--- config.mk ---
export PLATFORM = sky130hd
export DESIGN_NAME = count_wrap_monitor
export DESIGN_NICKNAME = d
export VERILOG_FILES = /design/src/rtl/count_pkg.sv /design/src/rtl/seg7_dec.sv /design/src/rtl/count_wrap_monitor.sv
export SDC_FILE = /design/constraint.sdc
export NUM_CORES = 1
export LEC_CHECK = 0
export ABC_AREA = 1
export ABC_CLOCK_PERIOD_IN_PS = 2150
export CORE_UTILIZATION = 47
export CTS_CLUSTER_DIAMETER = 80
export DETAILED_ROUTE_END_ITERATION = 10
export GPL_TIMING_DRIVEN = 0
export HOLD_SLACK_MARGIN = 0.08
export PLACE_DENSITY = 0.74
export SLEW_MARGIN = 10
export SYNTH_ARGS = -nofsm -noshare
export SYNTH_HDL_FRONTEND = slang
export SYNTH_SLANG_ARGS = --single-unit
--- constraint.sdc ---
create_clock -name clk -period 2.15 [get_ports clk]
set_input_delay 0.43 -clock clk [delete_from_list [all_inputs] [get_ports clk]]
set_output_delay 0.43 -clock clk [all_outputs]
set_load 0.01 [all_outputs]
--- src/rtl/count_pkg.sv ---
// Shared definitions for the mod-12/mod-11 counter and its wrap monitor.
//   state_t        : monitor state encoding
//   TOP_T1_DEF     : terminal count when t=1 (counter runs 0..11)
//   TOP_T0_DEF     : terminal count when t=0 (counter runs 1..10, parks at 0)
//   SEG_TABLE      : 16-entry 7-segment patterns {g,f,e,d,c,b,a}, active-high
package count_pkg;

    typedef enum logic [1:0] {
        StInit  = 2'd0,
        StTrack = 2'd1,
        StFault = 2'd2
    } state_t;

    localparam int unsigned TOP_T1_DEF = 11;
    localparam int unsigned TOP_T0_DEF = 10;

    // Element 15 is listed first. 0..9 digits, 10 'A', 11 'b', 12..15 blank.
    localparam logic [15:0][6:0] SEG_TABLE = {
        7'h00, 7'h00, 7'h00, 7'h00,
        7'h7C, 7'h77, 7'h6F, 7'h7F,
        7'h07, 7'h7D, 7'h6D, 7'h66,
        7'h4F, 7'h5B, 7'h06, 7'h3F
    };

endpackage

--- src/rtl/seg7_dec.sv ---
// Combinational 4-bit to 7-segment decode.
//   digit : value to display
//   seg   : segments {g,f,e,d,c,b,a}, active-high, blank for 12..15
module seg7_dec
    import count_pkg::*;
(
    input  logic [3:0] digit,
    output logic [6:0] seg
);

    always_comb begin
        seg = SEG_TABLE[digit];
    end

endmodule

--- src/rtl/count_wrap_monitor.sv ---
// Sequence monitor for the mod-12/mod-11 counter.
// Classifies each step of q against the previous sample, pulses on legal
// roll-overs and early returns to 0, latches illegal steps, keeps a
// saturating roll-over total and drives a registered 7-segment view of q.
//   clk      : rising-edge clock
//   res_n    : asynchronous active-low reset
//   q        : counter value
//   t        : counter mode (selects terminal count)
//   clr      : synchronous clear of statistics and fault
//   wrap     : one-cycle pulse, legal roll-over
//   abort    : one-cycle pulse, early return to 0
//   wraps    : saturating roll-over total
//   err      : sticky illegal-step flag
//   seg      : registered 7-segment pattern of q
//   tracking : high while sequence checking is active
module count_wrap_monitor
    import count_pkg::*;
#(
    parameter int unsigned TOP_T1 = TOP_T1_DEF,
    parameter int unsigned TOP_T0 = TOP_T0_DEF,
    parameter int unsigned WRAP_W = 8
) (
    input  logic              clk,
    input  logic              res_n,
    input  logic [3:0]        q,
    input  logic              t,
    input  logic              clr,
    output logic              wrap,
    output logic              abort,
    output logic [WRAP_W-1:0] wraps,
    output logic              err,
    output logic [6:0]        seg,
    output logic              tracking
);

    state_t            state_q, state_d;
    logic [3:0]        q_prev_q;        // previous sample of q
    logic              wrap_q, wrap_d;
    logic              abort_q, abort_d;
    logic [WRAP_W-1:0] wraps_q, wraps_d;
    logic              err_q, err_d;
    logic [6:0]        seg_q;
    logic [6:0]        seg_dec;
    logic [3:0]        top;
    logic              step_ok;

    seg7_dec u_seg7_dec (
        .digit (q),
        .seg   (seg_dec)
    );

    assign top = t ? 4'(TOP_T1) : 4'(TOP_T0);

    // 15 -> 0 must not count as an increment; it falls through to the q==0 rules.
    assign step_ok = (q_prev_q != 4'hF) && (q == q_prev_q + 4'd1);

    always_comb begin
        state_d = state_q;
        wrap_d  = 1'b0;
        abort_d = 1'b0;
        wraps_d = wraps_q;
        err_d   = err_q;
        if (clr) begin
            state_d = StInit;
            wraps_d = '0;
            err_d   = 1'b0;
        end else begin
            unique case (state_q)
                StInit: begin
                    state_d = StTrack;
                end
                StTrack: begin
                    if (step_ok) begin
                        state_d = StTrack;
                    end else if (q == 4'd0 && q_prev_q == top) begin
                        wrap_d = 1'b1;
                        if (!(&wraps_q)) begin
                            wraps_d = wraps_q + WRAP_W'(1);
                        end
                    end else if (q == 4'd0 && q_prev_q == 4'd0) begin
                        state_d = StTrack;
                    end else if (q == 4'd0) begin
                        abort_d = 1'b1;
                    end else begin
                        err_d   = 1'b1;
                        state_d = StFault;
                    end
                end
                StFault: begin
                    err_d = 1'b1;
                end
                default: begin
                    state_d = StInit;
                end
            endcase
        end
    end

    always_ff @(posedge clk or negedge res_n) begin
        if (!res_n) begin
            state_q  <= StInit;
            q_prev_q <= 4'd0;
            wrap_q   <= 1'b0;
            abort_q  <= 1'b0;
            wraps_q  <= '0;
            err_q    <= 1'b0;
            seg_q    <= 7'd0;
        end else begin
            state_q  <= state_d;
            q_prev_q <= q;
            wrap_q   <= wrap_d;
            abort_q  <= abort_d;
            wraps_q  <= wraps_d;
            err_q    <= err_d;
            seg_q    <= seg_dec;
        end
    end

    assign wrap     = wrap_q;
    assign abort    = abort_q;
    assign wraps    = wraps_q;
    assign err      = err_q;
    assign seg      = seg_q;
    assign tracking = (state_q == StTrack);

endmodule

# Yosys cells after proc, flatten, opt, wreduce, memory -nomap -nowiden
# Memories as Yosys holds them, arrays and structs flattened. A register that Yosys moved wholly into a read port is not among the register bits.
# Cells that the tools add are included.
[word_totals] rom_bits=112 n_memories=1 out_inout_bits=19 wordCells=65 register_bits=17
[mem_list] name="(name not given)" depth=16 width=7 rd=1 rd_ports_with_merged_regs=1 wr=0 line_no="seg7_dec.sv:12" rtl="seg = SEG_TABLE[digit];"
[op_classes] n_eq_ne=14 addsub=2 n_mux=28 n_reduce_logical=14
[ops] operator="$mux W8" count=5
[ops] operator="$mux W1" count=16
[ops] operator="$ne A3 B3 Y1 const B" count=4
[ops] operator="$mux W2" count=5
[ops] operator="$add A8 B1 Y8 const B" count=1
[ops] operator="$eq A4 B4 Y1" count=2
[ops] operator="$logic_not A4 Y1" count=2
[ops] operator="$ne A4 B4 Y1 const B" count=2
[ops] operator="$reduce_and A8 Y1" count=1
[ops] operator="$ne A2 B2 Y1 const B" count=3
[ops] operator="$pmux W2 S3" count=1
[ops] operator="$ne A5 B4 Y1 const B" count=1
[ops] operator="$reduce_and A5 Y1" count=1
[ops] operator="$add A4 B1 Y4 const B" count=1
[ops] operator="$reduce_and A4 Y1" count=1
[ops] operator="$reduce_bool A2 Y1" count=2
[ops] operator="$logic_and A1 B1 Y1" count=3
[ops] operator="$reduce_and A3 Y1" count=1
[ops] operator="$reduce_bool A3 Y1" count=1
[ops] operator="$eq A2 B1 Y1 const B" count=1
[ops] operator="$eq A2 B2 Y1 const B" count=1
[ops] operator="$logic_not A2 Y1" count=1
[ops] operator="$pmux W1 S2" count=1
[ops] operator="$logic_not A1 Y1" count=1

# Longest topological paths before layout
# Gate-level depths: netlist of the first run.
[depth] ltp_word=7 depth_mapped=11 ltp_nobuf=11

# By module
# A second synthesis of the first run with hierarchy kept.
[hier_totals] hier_cells=178 area_unflattened_um2=1441.4
[modules_own_cells] mod="count_wrap_monitor" area_per_inst_um2=1223.7 cells_each=140 n_inst=1
[modules_own_cells] mod="seg7_dec" area_per_inst_um2=217.7 cells_each=38 n_inst=1

# Least setup slack after synthesis of the first run
# No wires, ideal clock.
[synth_timing] path_type="register -> register" startpoint="register q_prev_q[0]" endpoint="register state_q[0]" path_buffers=0 setup_slack_ps=655 period_less_slack_ps=1495 t_arrival_ps=1378 path_stages_with_launch=9 required_time_ps=2034 path_cell_list="dfrtp_1 -> inv_1 -> ha_1 -> xor2_1 -> nor2_1 -> nand3_2 -> nor2b_2 -> inv_1 -> nand2_1"
[synth_via] elab_chain_len=7 word_cells_on_any_way=16
[synth_rtl] item="start, declared" line_no="count_wrap_monitor.sv:37" rtl="logic [3:0] q_prev_q;"
[synth_rtl] item="start signal, assigned" line_no="count_wrap_monitor.sv:110" rtl="q_prev_q <= q;"
[synth_rtl] item="parallel branches: the longest is 7 deep, another holds $add A4 B1 Y4"
[synth_rtl] item="end signal, assigned" line_no="count_wrap_monitor.sv:101" rtl="state_q <= StInit;"
[synth_rtl] item="end signal, assigned" line_no="count_wrap_monitor.sv:109" rtl="state_q <= state_d;"
[synth_rtl] item="end, declared" line_no="count_wrap_monitor.sv:36" rtl="state_t state_q, state_d;"
# Parallel ways; which one is timed is not known. The select of a mux whose other input is x is not followed.
# A chain may end at the register's enable or synchronous reset.

# Worst setup path after layout of the first run
[layout_timing] startpoint="register wraps_q[5] (netlist: wraps[5])" endpoint="output port wraps[5]"
[layout_rtl] item="start, declared" line_no="count_wrap_monitor.sv:40" rtl="logic [WRAP_W-1:0] wraps_q, wraps_d;"
[layout_rtl] item="start signal, assigned" line_no="count_wrap_monitor.sv:113" rtl="wraps_q <= wraps_d;"
[layout_rtl] item="end, declared" line_no="count_wrap_monitor.sv:30" rtl="output logic [WRAP_W-1:0] wraps,"
# No word-level cell between the ends.

==> results of run 1 <==
-- synth_stat cells, drive strengths merged --
cell	n	area share, %
nor2b	1	0.64
clkbuf	1	0.27
nand4	6	2.7
nor2	16	6.1
o211ai	1	0.55
ha	8	7.3
nand2	40	12
a21oi	3	1.1
o221ai	1	0.64
nand3	25	9.9
o21ai	4	1.5
or2	4	2.0
inv	23	6.3
xor2	7	4.5
buf	1	0.36
dfrtp	24	44
-- layout by cell type (no fill, tap or decap), types with 4 or more instances in the layout --
| cell | netlist | routed |
|---|---|---|
| sky130_fd_sc_hd__nand2_1 | 36 | 36 |
| sky130_fd_sc_hd__inv_1 | 22 | 22 |
| sky130_fd_sc_hd__dfrtp_1 | 24 | 24 |
| sky130_fd_sc_hd__nand4_1 | 6 | 6 |
| sky130_fd_sc_hd__nor2_1 | 12 | 12 |
| sky130_fd_sc_hd__xor2_1 | 7 | 7 |
| sky130_fd_sc_hd__clkdlybuf4s50_1 | 0 | 24 |
| sky130_fd_sc_hd__o21ai_0 | 4 | 4 |
| sky130_fd_sc_hd__nand3_1 | 23 | 23 |
| sky130_fd_sc_hd__ha_1 | 8 | 8 |
-- kinds of logic (layout without fill, tap and decap cells) --
| kind of cell | Yosys count | in the layout | share of synthesized area [%] |
|---|---|---|---|
| DFF | 24 | 24 | 43.8 |
| AOI/OAI and AO/OA | 9 | 9 | 3.74 |
| and+or+nand+nor | 92 | 92 | 33.8 |
| buffers and inverters | 25 | 55 | 6.93 |
| adders and majority gates | 8 | 8 | 7.30 |
| xor gates and xnor gates | 7 | 7 | 4.47 |
-- cell type report --
type | instances | share of cell area (%)
plain buffers | 2 | 0.513
clock buffers | 4 | 2.13
inverters | 23 | 5.06
multi-input cells | 116 | 39.6
flip-flops and latches | 24 | 35.2
well taps | 31 | 2.27
repair buffers | 26 | 15.2
-- state kept, by name, summed over array words and instances (netlist names) --
signal	flops
seg	7
q_prev_q	4
wrap	1
state_q	2
wraps	8
abort	1
err	1
-- stage by stage --
stage	instance area [µm²]	util, %	std cells	setup slack, ns	hold WS, ns
CTS	1700	61.5	225	0.0291	0.370
floorplan	1370	-	165	0.655	0.134
global placement	1660	60.2	221	0.0840	0.532
global route	1710	61.9	226	0.276	0.361
detailed placement	1660	60.2	221	0.0439	0.551
finish	1710	61.9	226	0.351	0.381
-- per-layer routing --
| layer | up-vias | track usage (%) | part of all wire, % | routed length, µm |
|---|---|---|---|---|
| met1 | 551 | 24.5 | 46 | 1220 |
| li1 | 588 | - | - | - |
| met3 | 2 | 2.56 | 3.1 | 84 |
| met5 | - | 0 | 0 | 0 |
| met2 | 24 | 33.5 | 50 | 1350 |
| met4 | 0 | 6.62 | 0.90 | 24 |
-- worst max-delay path by stage --
| stage | start | end | slack (ns) | cells after the start |
|---|---|---|---|---|
| 6_report | wraps[5] | wraps[5] | 0.35 | 1 |
| 2_1_floorplan | q_prev_q[0] | state_q[0] | 0.66 | 8 |
| 5_1_grt | q[0] | wraps[7] | 0.28 | 11 |
| 3_3_place_gp | q[0] | wraps[7] | 0.08 | 11 |
| 4_1_cts | state_q[1] | tracking | 0.03 | 3 |
| 3_5_place_dp | q[0] | wraps[7] | 0.04 | 11 |
-- timing repair --
item,CTS,global route
resized for setup,0,1
buffers inserted,0,1
setup endpoints to repair,0,1
-- power breakdown --
part           internal [W]  switching (W)
Clock              0.000103       0.000134
Sequential         0.000480      0.0000179
Combinational     0.0000910       0.000103
==> key figures, run 1 <==
Global route
  – Total congestion overflow after global routing: 0
  – Largest net degree at the start of global routing: 25
  – Vias in the first global route: 1147
  – Initial antenna violation count: 0
  – First-pass GRT wire length: 4800 µm
  – Global router's overall resource usage: 19.2%

STA
  – Worst slew margin relative to its limit: 29.5%
  – Number of pins exceeding their max-slew limit in the final report: 0
  – Transition time at the pin with the least slew margin: 1.05 ns
  – Tmin final: 1.80 ns
  – Post-Route Setup TNS: 0 ns
  – Final hold violation count: 0
  – Maximum clock frequency: 556 MHz
  – Setup-failing EPs final: 0
  – Clk_skew: 0.00427 ns
  – Unrepaired setup endpoints after global routing: false
  – Final Cycle Share: 83.7%

Worst setup path
  – Capturing point of the worst reg2reg path: state_q[1]
  – Register-to-register setup slack: 0.49 ns
  – Type of element capturing the critical path: output pin
  – Critical path class: reg2out
  – Number of buffer and inverter stages on the critical path: 1
  – CP Cell Sequence: clkdlybuf4s50_1
  – Category of cells accounting for the largest share of critical-path delay: buffers and inverters
  – Data required, critical path: 1.72 ns
  – Logic depth of the worst register-to-register path: 7
  – Maximum single-stage delay on the critical path: 0.58 ns
  – Endpoint arrival time on the critical path: 1.37 ns
  – Critical R2R Launch: q_prev_q[0]
  – Worst-path fanout max: 6
  – Critical path startpoint category: flip-flop
  – Slowest-stage cell, CP: sky130_fd_sc_hd__clkdlybuf4s50_1

Die
  – Cell Rows: 19
  – Die Area: 0.00314 mm²
  – Starting utilization of the core area: 49.7%
  – Die height: 56.0 µm
  – Core outline area: 0.00276 mm²
  – Total I/O pin count: 27
  – Width of the chip: 56.0 µm

Layout
  – Diode insertion count for antenna repair: 0
  – Share of cells above drive strength 1: 11.3%
  – Filler cells: 256
  – Storage cell area: 601 µm²
  – Synth-to-layout area growth: 24.5%
  – Total number of nets in the final design: 212
  – Multi-input gate area: 676 µm²

Clock network
  – CTS H-tree depth: 1
  – Total clock sinks: 24
  – Clock-pin slew on the worst setup and hold paths: 0.13 ns
  – Clock latency on the worst-skew pair: 0.31 ns
  – CTS hold repair buffers: 0
  – Clock Tree Buf Depth: 2
  – Cell chosen for the clock root: sky130_fd_sc_hd__clkbuf_4
  – TritonCTS clock tree: done
  – Number of clock buffers inserted by TritonCTS: 3

Synthesis
  – Cell Area, Synth: 0.00137 mm²
  – Yosys reg bits: 24
  – Synth warn: 0
  – Number of cells produced by synthesis: 165
  – Average size of a mapped cell: 8.31 µm²
  – Unique masters post-synth: 23
  – Sequential element share of the synthesized area: 43.8%
  – Net Count, Synth: 181

Power and ir drop
  – Total power per unit cell area: 545 mW/mm²
  – Power consumption: 0.000929 W
  – LEAKAGE: 0.908 nW
  – Worst IR drop on VDD: 444 µV

Drt
  – Number of remaining DRC errors: 0
  – Final wirelength: 2670 µm
  – Via total after detailed routing: 1165
  – DRT Pass-1 Iters: 4
  – Number of DRC violations after detailed-routing iteration 0: 21
  – Wire length per cell: 11.8 µm
  – Count of nets left with antenna violations after detail routing: 0
  – Vias per Instance: 5.15

Run status
  – Outcome: finished, final reports clean

Job
  – Number of max-cap violations: 0

Hold path
  – Min-delay src: clr
  – Cell depth of the worst min-delay path: 2
  – Path class of the lowest-slack min-delay path: in2reg
  – Hold path endpoint: err

Placed design
  – Number of buffer cells added on primary ports: 25
  – Final HPWL from detailed placement: 2070 µm
  – Placer's final routability congestion estimate: 0.824
Power figures use the tool's default switching activity.
==> run 2: changes to the inputs <==
--- a/config.mk
+++ b/config.mk
@@ -6,13 +6,13 @@
 export NUM_CORES = 1
 export LEC_CHECK = 0
 export ABC_AREA = 1
-export ABC_CLOCK_PERIOD_IN_PS = 2150
-export CORE_UTILIZATION = 47
+export ABC_CLOCK_PERIOD_IN_PS = 1550
+export CORE_UTILIZATION = 46
 export CTS_CLUSTER_DIAMETER = 80
 export DETAILED_ROUTE_END_ITERATION = 10
 export GPL_TIMING_DRIVEN = 0
 export HOLD_SLACK_MARGIN = 0.08
-export PLACE_DENSITY = 0.74
+export PLACE_DENSITY = 0.75
 export SLEW_MARGIN = 10
 export SYNTH_ARGS = -nofsm -noshare
 export SYNTH_HDL_FRONTEND = slang
==> constraint.sdc (replaced) <==
create_clock -name clk -period 1.55 [get_ports clk]
set_input_delay 0.31 -clock clk [delete_from_list [all_inputs] [get_ports clk]]
set_output_delay 0.31 -clock clk [all_outputs]
set_load 0.01 [all_outputs]
==> key figures, run 2 (same netlist as run 1, synthesis figures left out) <==
Worst setup path
  – Library cell appearing most often on the critical path: sky130_fd_sc_hd__nand2_2
  – Register-to-register setup slack: 0.02 ns (-0.47 ns)
  – CP Cell Sequence: buf_6 -> xor2_1 -> nor2_2 -> nand2_2 -> nor2_8 -> nand2_2 -> nand3_1 -> nand2_1
  – Maximum single-stage delay on the critical path: 0.44 ns (-0.14 ns)
  – Critical path class: reg2reg
  – Worst-path fanout max: 6 (unchanged)
  – Start point of the critical path: q_prev_q[0]
  – Slowest-stage cell, CP: sky130_fd_sc_hd__dfrtp_1
  – Capturing point of the worst reg2reg path: wraps[5]
  – Critical R2R Launch: q_prev_q[0]
  – Critical path startpoint category: flip-flop
  – Endpoint arrival time on the critical path: 1.74 ns (+0.37 ns)
  – Logic depth of the worst register-to-register path: 8 (+1)
  – Type of element capturing the critical path: flip-flop
  – Worst setup path end: wraps[5]
  – Data required, critical path: 1.76 ns (+0.04 ns)

STA
  – Transition time at the pin with the least slew margin: 1.05 ns (+0.000189 ns)
  – Worst slew margin relative to its limit: 29.5% (about the same)
  – Unrepaired setup endpoints after global routing: true
  – Clk_skew: 0.00141 ns (-0.00286 ns)
  – Post-Route Setup TNS: 0 ns (unchanged)
  – Maximum clock frequency: 653 MHz
  – Tmin final: 1.53 ns
  – Setup-failing EPs final: 0 (unchanged)
  – Number of pins exceeding their max-slew limit in the final report: 0 (unchanged)
  – Final Cycle Share: 98.8%
  – Final hold violation count: 0 (unchanged)

Die
  – Total I/O pin count: 27 (unchanged)
  – Core outline area: 0.00278 mm² (+0.86%)
  – Die height: 56.6 µm (+1.0%)
  – Starting utilization of the core area: 49.3% (-0.43 points)
  – Cell Rows: 19 (unchanged)
  – Die Area: 0.00320 mm² (+2.1%)
  – Width of the chip: 56.6 µm (+1.0%)

Global route
  – Total congestion overflow after global routing: 0 (unchanged)
  – Largest net degree at the start of global routing: 25 (unchanged)
  – Vias in the first global route: 1150 (+0.26%)
  – First-pass GRT wire length: 4860 µm (+1.3%)
  – Global router's overall resource usage: 19.2% (about the same)
  – Initial antenna violation count: 0 (unchanged)

Drt
  – Vias per Instance: 5.21 (+1.2%)
  – Number of remaining DRC errors: 0 (unchanged)
  – Number of DRC violations after detailed-routing iteration 0: 55 (+160%)
  – Wire length per cell: 12.8 µm (+8.5%)
  – Count of nets left with antenna violations after detail routing: 0 (unchanged)
  – Final wirelength: 3110 µm (+16%)
  – DRT Pass-1 Iters: 4 (unchanged)
  – Via total after detailed routing: 1262 (+8.3%)

Clock network
  – Number of clock buffers inserted by TritonCTS: 3 (unchanged)
  – CTS H-tree depth: 1 (unchanged)
  – Total clock sinks: 24 (unchanged)
  – Clock-pin slew on the worst setup and hold paths: 0.13 ns (about the same)
  – Cell chosen for the clock root: sky130_fd_sc_hd__clkbuf_4
  – Clock latency on the worst-skew pair: 0.31 ns (about the same)
  – TritonCTS clock tree: done
  – Clock Tree Buf Depth: 2 (unchanged)

Layout
  – Most frequent cells in the layout: sky130_fd_sc_hd__nand2_1, sky130_fd_sc_hd__dfrtp_1, sky130_fd_sc_hd__nand3_1
  – Diode insertion count for antenna repair: 0 (unchanged)
  – Synth-to-layout area growth: 39.5%
  – Non-Filler Instances: 242 (+7.1%)
  – Fraction of the core area covered by cells at the end of the flow: 68.8% (+6.9 points)
  – Filler cells: 215 (-16%)
  – Number of flip-flops under the largest register name: 8 (unchanged)
  – Total number of nets in the final design: 228 (+7.5%)
  – Share of cells above drive strength 1: 24.6% (+13 points)
  – Commonest non-fill, non-tap cell in the layout: sky130_fd_sc_hd__nand2_1

Placed design
  – Placed Cells: 221 (unchanged)
  – Number of buffer cells added on primary ports: 25 (unchanged)
  – Final HPWL from detailed placement: 2010 µm (-2.8%)
  – Placer's final routability congestion estimate: 0.831 (+0.83%)

Run status
  – Outcome: finished, final reports clean

Power and ir drop
  – Sw Pwr: 0.000374 W (+47%)
  – Share of total power in combinational logic: 23.5% (+2.6 points)
  – Total power per unit cell area: 696 mW/mm² (+28%)
  – Clock network fraction of total power: 24.8% (-0.8 points)
  – Cell internal power dissipation: 0.000956 W (+42%)
  – LEAKAGE: 1.17 nW (+29%)
  – Worst IR drop on VDD: 601 µV (+35%)
  – Switching fraction of total power: 28.1% (+0.66 points)
  – Share of total power in sequential cells: 51.6% (-1.9 points)

Job
  – Number of max-cap violations: 0 (unchanged)

Hold path
  – Path class of the lowest-slack min-delay path: in2reg
## run 2: changes by cell type in the layout (fill, tap and decap cells not counted), sizes merged
cell	change
buf	+16
dlymetal6s2s	+11
dlygate4sd2	+4
nand2	+1
clkdlybuf4s50	-16
## run 2: layer usage
layer	part of all wire (%)	GRT usage, %	up-vias
met1	43	24.1	603
met5	0	0	-
met3	3.4	2.53	6
li1	-	-	621
met2	53	33.1	32
met4	1.4	8.01	0
## run 2: final cells by class
| cell class | instances | area (µm²) | share of cell area [%] |
|---|---|---|---|
| timing repair buffer | 41 | 400 | 20.9 |
| tap | 31 | 38.8 | 2.03 |
| sequential | 24 | 602 | 31.5 |
| clock buffer | 4 | 36.3 | 1.90 |
| buffer | 2 | 8.76 | 0.458 |
| inverter | 23 | 86.3 | 4.51 |
| multi-input combinational | 117 | 741 | 38.7 |
## run 2: through the flow
stage / total power [W] / hold slack (ns) / worst slack [ns] / area (µm²)
after global routing: 0.00140 / 0.257 / -0.0464 / 1910
final: 0.00133 / 0.254 / 0.0192 / 1910
after floorplan: 0.000842 / 0.0144 / 0.0552 / 1370
after detailed placement: 0.000968 / 0.548 / -0.402 / 1660
after global placement: 0.000959 / 0.538 / -0.375 / 1660
after CTS: 0.00131 / 0.240 / -0.0766 / 1780
## run 2: critical path: cells and delay by family, from the launching register on
kind,cells,cell delay (ns)
AND/OR/NAND/NOR,6,0.69
buffers and inverters,1,0.15
flip-flops,1,0.44
XOR/XNOR,1,0.16
## run 2: worst min-delay path by stage
stage | startpoint | slack [ns] | endpoint | cells after the start
3_3_place_gp | err | 0.54 | err | 2
4_1_cts | clr | 0.24 | err | 2
3_5_place_dp | err | 0.55 | err | 2
6_report | clr | 0.25 | err | 2
2_1_floorplan | res_n | 0.01 | abort | 0
5_1_grt | clr | 0.26 | err | 2
## run 2: what timing repair did
| item | CTS | global route |
|---|---|---|
| buffers inserted | 11 | 5 |
| endpoints found under the setup margin | 20 | 24 |
| gates cloned | 0 | 1 |
| gates resized for setup | 9 | 30 |
| hold buffers | 0 | 0 |
| pin swaps | 0 | 7 |
## run 2: power groups by stage
stage	Clock, W	Combinational (W)	Sequential [W]
final	0.000331	0.000313	0.000687
after detailed placement	0	0.000264	0.000704
after global placement	0	0.000258	0.000701
after CTS	0.000339	0.000290	0.000685
after global routing	0.000363	0.000347	0.000691
after floorplan	0	0.000130	0.000712
==> run 3: changes to the inputs <==
--- a/config.mk
+++ b/config.mk
@@ -8,7 +8,7 @@
 export ABC_AREA = 1
 export ABC_CLOCK_PERIOD_IN_PS = 1550
 export CORE_UTILIZATION = 46
-export CTS_CLUSTER_DIAMETER = 80
+export CTS_CLUSTER_DIAMETER = 150
 export DETAILED_ROUTE_END_ITERATION = 10
 export GPL_TIMING_DRIVEN = 0
 export HOLD_SLACK_MARGIN = 0.08
@@ -16,4 +16,5 @@
 export SLEW_MARGIN = 10
 export SYNTH_ARGS = -nofsm -noshare
 export SYNTH_HDL_FRONTEND = slang
+export SYNTH_HIERARCHICAL = 1
 export SYNTH_SLANG_ARGS = --single-unit
==> key figures, run 3 <==
Global route
  – Global router's overall resource usage: 19.9% (+0.71 points)
  – Initial antenna violation count: 0 (unchanged)
  – Largest net degree at the start of global routing: 25 (unchanged)
  – Total congestion overflow after global routing: 0 (unchanged)
  – Vias in the first global route: 1266 (+10%)
  – First-pass GRT wire length: 5170 µm (+6.4%)

Drt
  – Vias per Instance: 5.13 (-1.6%)
  – Number of remaining DRC errors: 1 (+1)
  – DRT Pass-1 Iters: 7 (+3)
  – Number of DRC violations after detailed-routing iteration 0: 46 (-16%)
  – Final wirelength: 3150 µm (+1.4%)
  – Via total after detailed routing: 1314 (+4.1%)
  – Wire length per cell: 12.3 µm (-4.2%)
  – Count of nets left with antenna violations after detail routing: 0 (unchanged)

Clock network
  – Clock-pin slew on the worst setup and hold paths: 0.13 ns (about the same)
  – Clock Tree Buf Depth: 2 (unchanged)
  – CTS H-tree depth: 1 (unchanged)
  – Number of clock buffers inserted by TritonCTS: 3 (unchanged)
  – Total clock sinks: 24 (unchanged)
  – Cell chosen for the clock root: sky130_fd_sc_hd__clkbuf_4
  – CTS hold repair buffers: 0 (unchanged)
  – TritonCTS clock tree: done
  – Clock latency on the worst-skew pair: 0.31 ns (about the same)

Worst setup path
  – CP Cell Sequence: clkdlybuf4s50_1
  – Critical R2R Launch: q_prev_q[0]
  – Path length in cells of the critical path: 1 (-7)
  – Register-to-register setup slack: 0.05 ns (+0.03 ns)
  – Number of buffer and inverter stages on the critical path: 1 (unchanged)
  – Logic depth of the worst register-to-register path: 10 (+2)
  – Worst-path fanout max: 1 (-5)
  – Slowest-stage cell, CP: sky130_fd_sc_hd__clkdlybuf4s50_1
  – Data required, critical path: 1.24 ns (-0.52 ns)
  – Type of element capturing the critical path: output pin
  – Critical path startpoint category: flip-flop
  – Worst setup path end: seg[0]
  – Maximum single-stage delay on the critical path: 0.54 ns (+0.10 ns)
  – Start point of the critical path: seg[0]
  – Endpoint arrival time on the critical path: 1.20 ns (-0.54 ns)
  – Critical path class: reg2out
  – Category of cells accounting for the largest share of critical-path delay: buffers and inverters
  – Capturing point of the worst reg2reg path: state_q[1]

Job
  – Number of max-cap violations: 0 (unchanged)

Layout
  – Synth-to-layout area growth: 37.9%
  – Filler cells: 230 (+7.0%)
  – Number of flip-flops under the largest register name: 8 (unchanged)
  – Diode insertion count for antenna repair: 0 (unchanged)
  – Non-Filler Cell Area, Final: 0.00199 mm² (+3.9%)
  – Total number of nets in the final design: 243 (+6.6%)
  – Most frequent cells in the layout: sky130_fd_sc_hd__nand2_1, sky130_fd_sc_hd__nand3_1, sky130_fd_sc_hd__dfrtp_1
  – Commonest non-fill, non-tap cell in the layout: sky130_fd_sc_hd__nand2_1
  – Storage cell area: 604 µm² (+0.42%)
  – Share of cells above drive strength 1: 26.2% (+1.6 points)
  – Multi-input gate area: 783 µm² (+5.7%)
  – Non-Filler Instances: 256 (+5.8%)

STA
  – Clk_skew: 0.00283 ns (+0.00142 ns)
  – Tmin final: 1.51 ns (-0.0210 ns)
  – Setup-failing EPs final: 0 (unchanged)
  – Transition time at the pin with the least slew margin: 1.03 ns (-0.0240 ns)
  – Fin Hold WS: 0.263 ns (+0.00803 ns)
  – Final hold violation count: 0 (unchanged)
  – Final Cycle Share: 97.4% (-1.4 points)
  – Worst slew margin relative to its limit: 31.1% (+1.6 points)
  – Number of pins exceeding their max-slew limit in the final report: 0 (unchanged)
  – Maximum clock frequency: 662 MHz (+1.4%)
  – Post-Route Setup TNS: 0 ns (unchanged)

Die
  – Total I/O pin count: 27 (unchanged)
  – Die height: 58.0 µm (+2.4%)
  – Width of the chip: 58.0 µm (+2.4%)
  – Core outline area: 0.00285 mm² (+2.6%)
  – Cell Rows: 19 (unchanged)
  – Starting utilization of the core area: 50.5% (+1.2 points)
  – Die Area: 0.00336 mm² (+4.9%)

Synthesis
  – Cells taking the most area after synthesis: sky130_fd_sc_hd__dfrtp_1, sky130_fd_sc_hd__nand2_1, sky130_fd_sc_hd__nand3_1, sky130_fd_sc_hd__ha_1, sky130_fd_sc_hd__inv_1
  – Number of cells produced by synthesis: 178 (+7.9%)
  – Yosys reg bits: 24 (unchanged)
  – Synth top cells by count: sky130_fd_sc_hd__nand2_1, sky130_fd_sc_hd__nand3_1, sky130_fd_sc_hd__dfrtp_1
  – Synth Flop Type: sky130_fd_sc_hd__dfrtp_1
  – Area fraction of the dominant cell type after synthesis: 41.7% (-2.1 points)
  – Post-synthesis async set-or-reset flop share: 100% (unchanged)
  – Unique masters post-synth: 23 (unchanged)
  – Dominant cell by count in the synthesized netlist: sky130_fd_sc_hd__nand2_1
  – Sequential element share of the synthesized area: 41.7% (-2.1 points)
  – Number of flops mapped to enable cells by yosys: 0 (unchanged)
  – Synth warn: 6 (+6)
  – Biggest area consumer among synthesized cells: sky130_fd_sc_hd__dfrtp_1
  – Net Count, Synth: 195 (+7.7%)
  – Cell Area, Synth: 0.00144 mm² (+5.1%)
  – Average size of a mapped cell: 8.10 µm² (-2.6%)

Power and ir drop
  – Total power per unit cell area: 665 mW/mm² (-4.3%)
  – Power consumption: 0.00132 W (-0.60%)
  – LEAKAGE: 1.18 nW (+0.44%)
  – Worst IR drop on VDD: 464 µV (-23%)

Placed design
  – Placed Cells: 234 (+5.9%)
  – Placer's final routability congestion estimate: 0.775 (-6.7%)
  – Cell area after placement: 0.00173 mm² (+4.2%)
  – Number of buffer cells added on primary ports: 25 (unchanged)
  – Final HPWL from detailed placement: 2080 µm (+3.4%)

Run status
  – Outcome: finished with violations
  – Violations in the final reports: design-rule violations

Hold path
  – Path class of the lowest-slack min-delay path: in2reg
[run 3: cell count changes in the layout (fill, tap and decap cells not counted), moves of 3 or more]
cell                              previous run  this run
sky130_fd_sc_hd__nand2_1                    34        44
sky130_fd_sc_hd__nand2_2                     5         2
sky130_fd_sc_hd__nor2_4                      1         4
sky130_fd_sc_hd__inv_2                       6        10
sky130_fd_sc_hd__clkdlybuf4s50_1             8        12
sky130_fd_sc_hd__or2_2                       3         0
sky130_fd_sc_hd__buf_4                      15        18
sky130_fd_sc_hd__nand4_1                     6         2
sky130_fd_sc_hd__nand3_1                    22        26
[run 3: layout make-up]
cell class                 count  share of cell area (%)
clock buffer                   4                    1.83
timing repair buffer          43                    20.6
inverter                      25                    4.72
tap                           31                    1.95
multi-input combinational    126                    39.4
sequential                    24                    30.4
buffer                         3                    1.07
[run 3: cell families (layout without fill, tap and decap cells)]
group,count (synthesis),after routing,share of synthesized area (%)
simple gates,103,103,35.1
compound gates,6,6,2.60
buf+inv,28,75,7.99
fa+ha+maj,9,9,7.81
flops,24,24,41.7
xor+xnor,8,8,4.86
[run 3: how the worst min path moves through the flow]
stage / from / to / slack [ns] / cells past startpoint
after floorplan: res_n / abort / 0.01 / 0
after global placement: err / err / 0.54 / 2
after detailed placement: err / err / 0.56 / 2
after CTS: clr / err / 0.25 / 2
after global routing: clr / err / 0.26 / 2
final: clr / err / 0.26 / 2
[run 3: through the flow]
| step | util [%] | worst slack [ns] |
|---|---|---|
| 2_1_floorplan | - | 0.149 |
| 3_3_place_gp | 60.7 | -0.271 |
| 3_5_place_dp | 60.7 | -0.322 |
| 4_1_cts | 65.7 | 0.00631 |
| 5_1_grt | 69.7 | -0.0638 |
| 6_report | 69.7 | 0.0402 |
[run 3: where the power goes]
part / total [W] / leakage [nW] / internal (W) / switching, W
Sequential: 0.000686 / 0.303 / 0.000663 / 0.0000230
Combinational: 0.000310 / 0.853 / 0.000141 / 0.000169
Clock: 0.000327 / 0.0210 / 0.000143 / 0.000183
Total: 0.00132 / 1.18 / 0.000947 / 0.000375
[run 3: routing by layer]
layer | vias to the layer above | share of wire [%] | track usage, % | wire length [µm]
met5 | - | 0 | 0 | 0
met4 | 0 | 1.1 | 7.48 | 34
met3 | 6 | 3.7 | 3.35 | 116
met2 | 31 | 55 | 36.3 | 1740
met1 | 627 | 40 | 23.4 | 1260
li1 | 650 | - | - | -
[run 3: repair_timing]
| action | CTS | global route |
|---|---|---|
| pin swaps | 0 | 6 |
| buffers inserted | 14 | 4 |
| gates resized for setup | 5 | 27 |
| setup endpoints to repair | 10 | 21 |
[run 3: worst register-to-register path, cell delays in order, from the launching register on]
cell and delay [ns]:
sky130_fd_sc_hd__dfrtp_1 0.44, sky130_fd_sc_hd__inv_2 0.07, sky130_fd_sc_hd__ha_4 0.27, sky130_fd_sc_hd__inv_2 0.03
sky130_fd_sc_hd__nand2_2 0.05, sky130_fd_sc_hd__nand3_2 0.07, sky130_fd_sc_hd__nor2_2 0.13, sky130_fd_sc_hd__nand3_2 0.12
sky130_fd_sc_hd__nand2_2 0.12, sky130_fd_sc_hd__inv_2 0.04, sky130_fd_sc_hd__a21oi_2 0.10
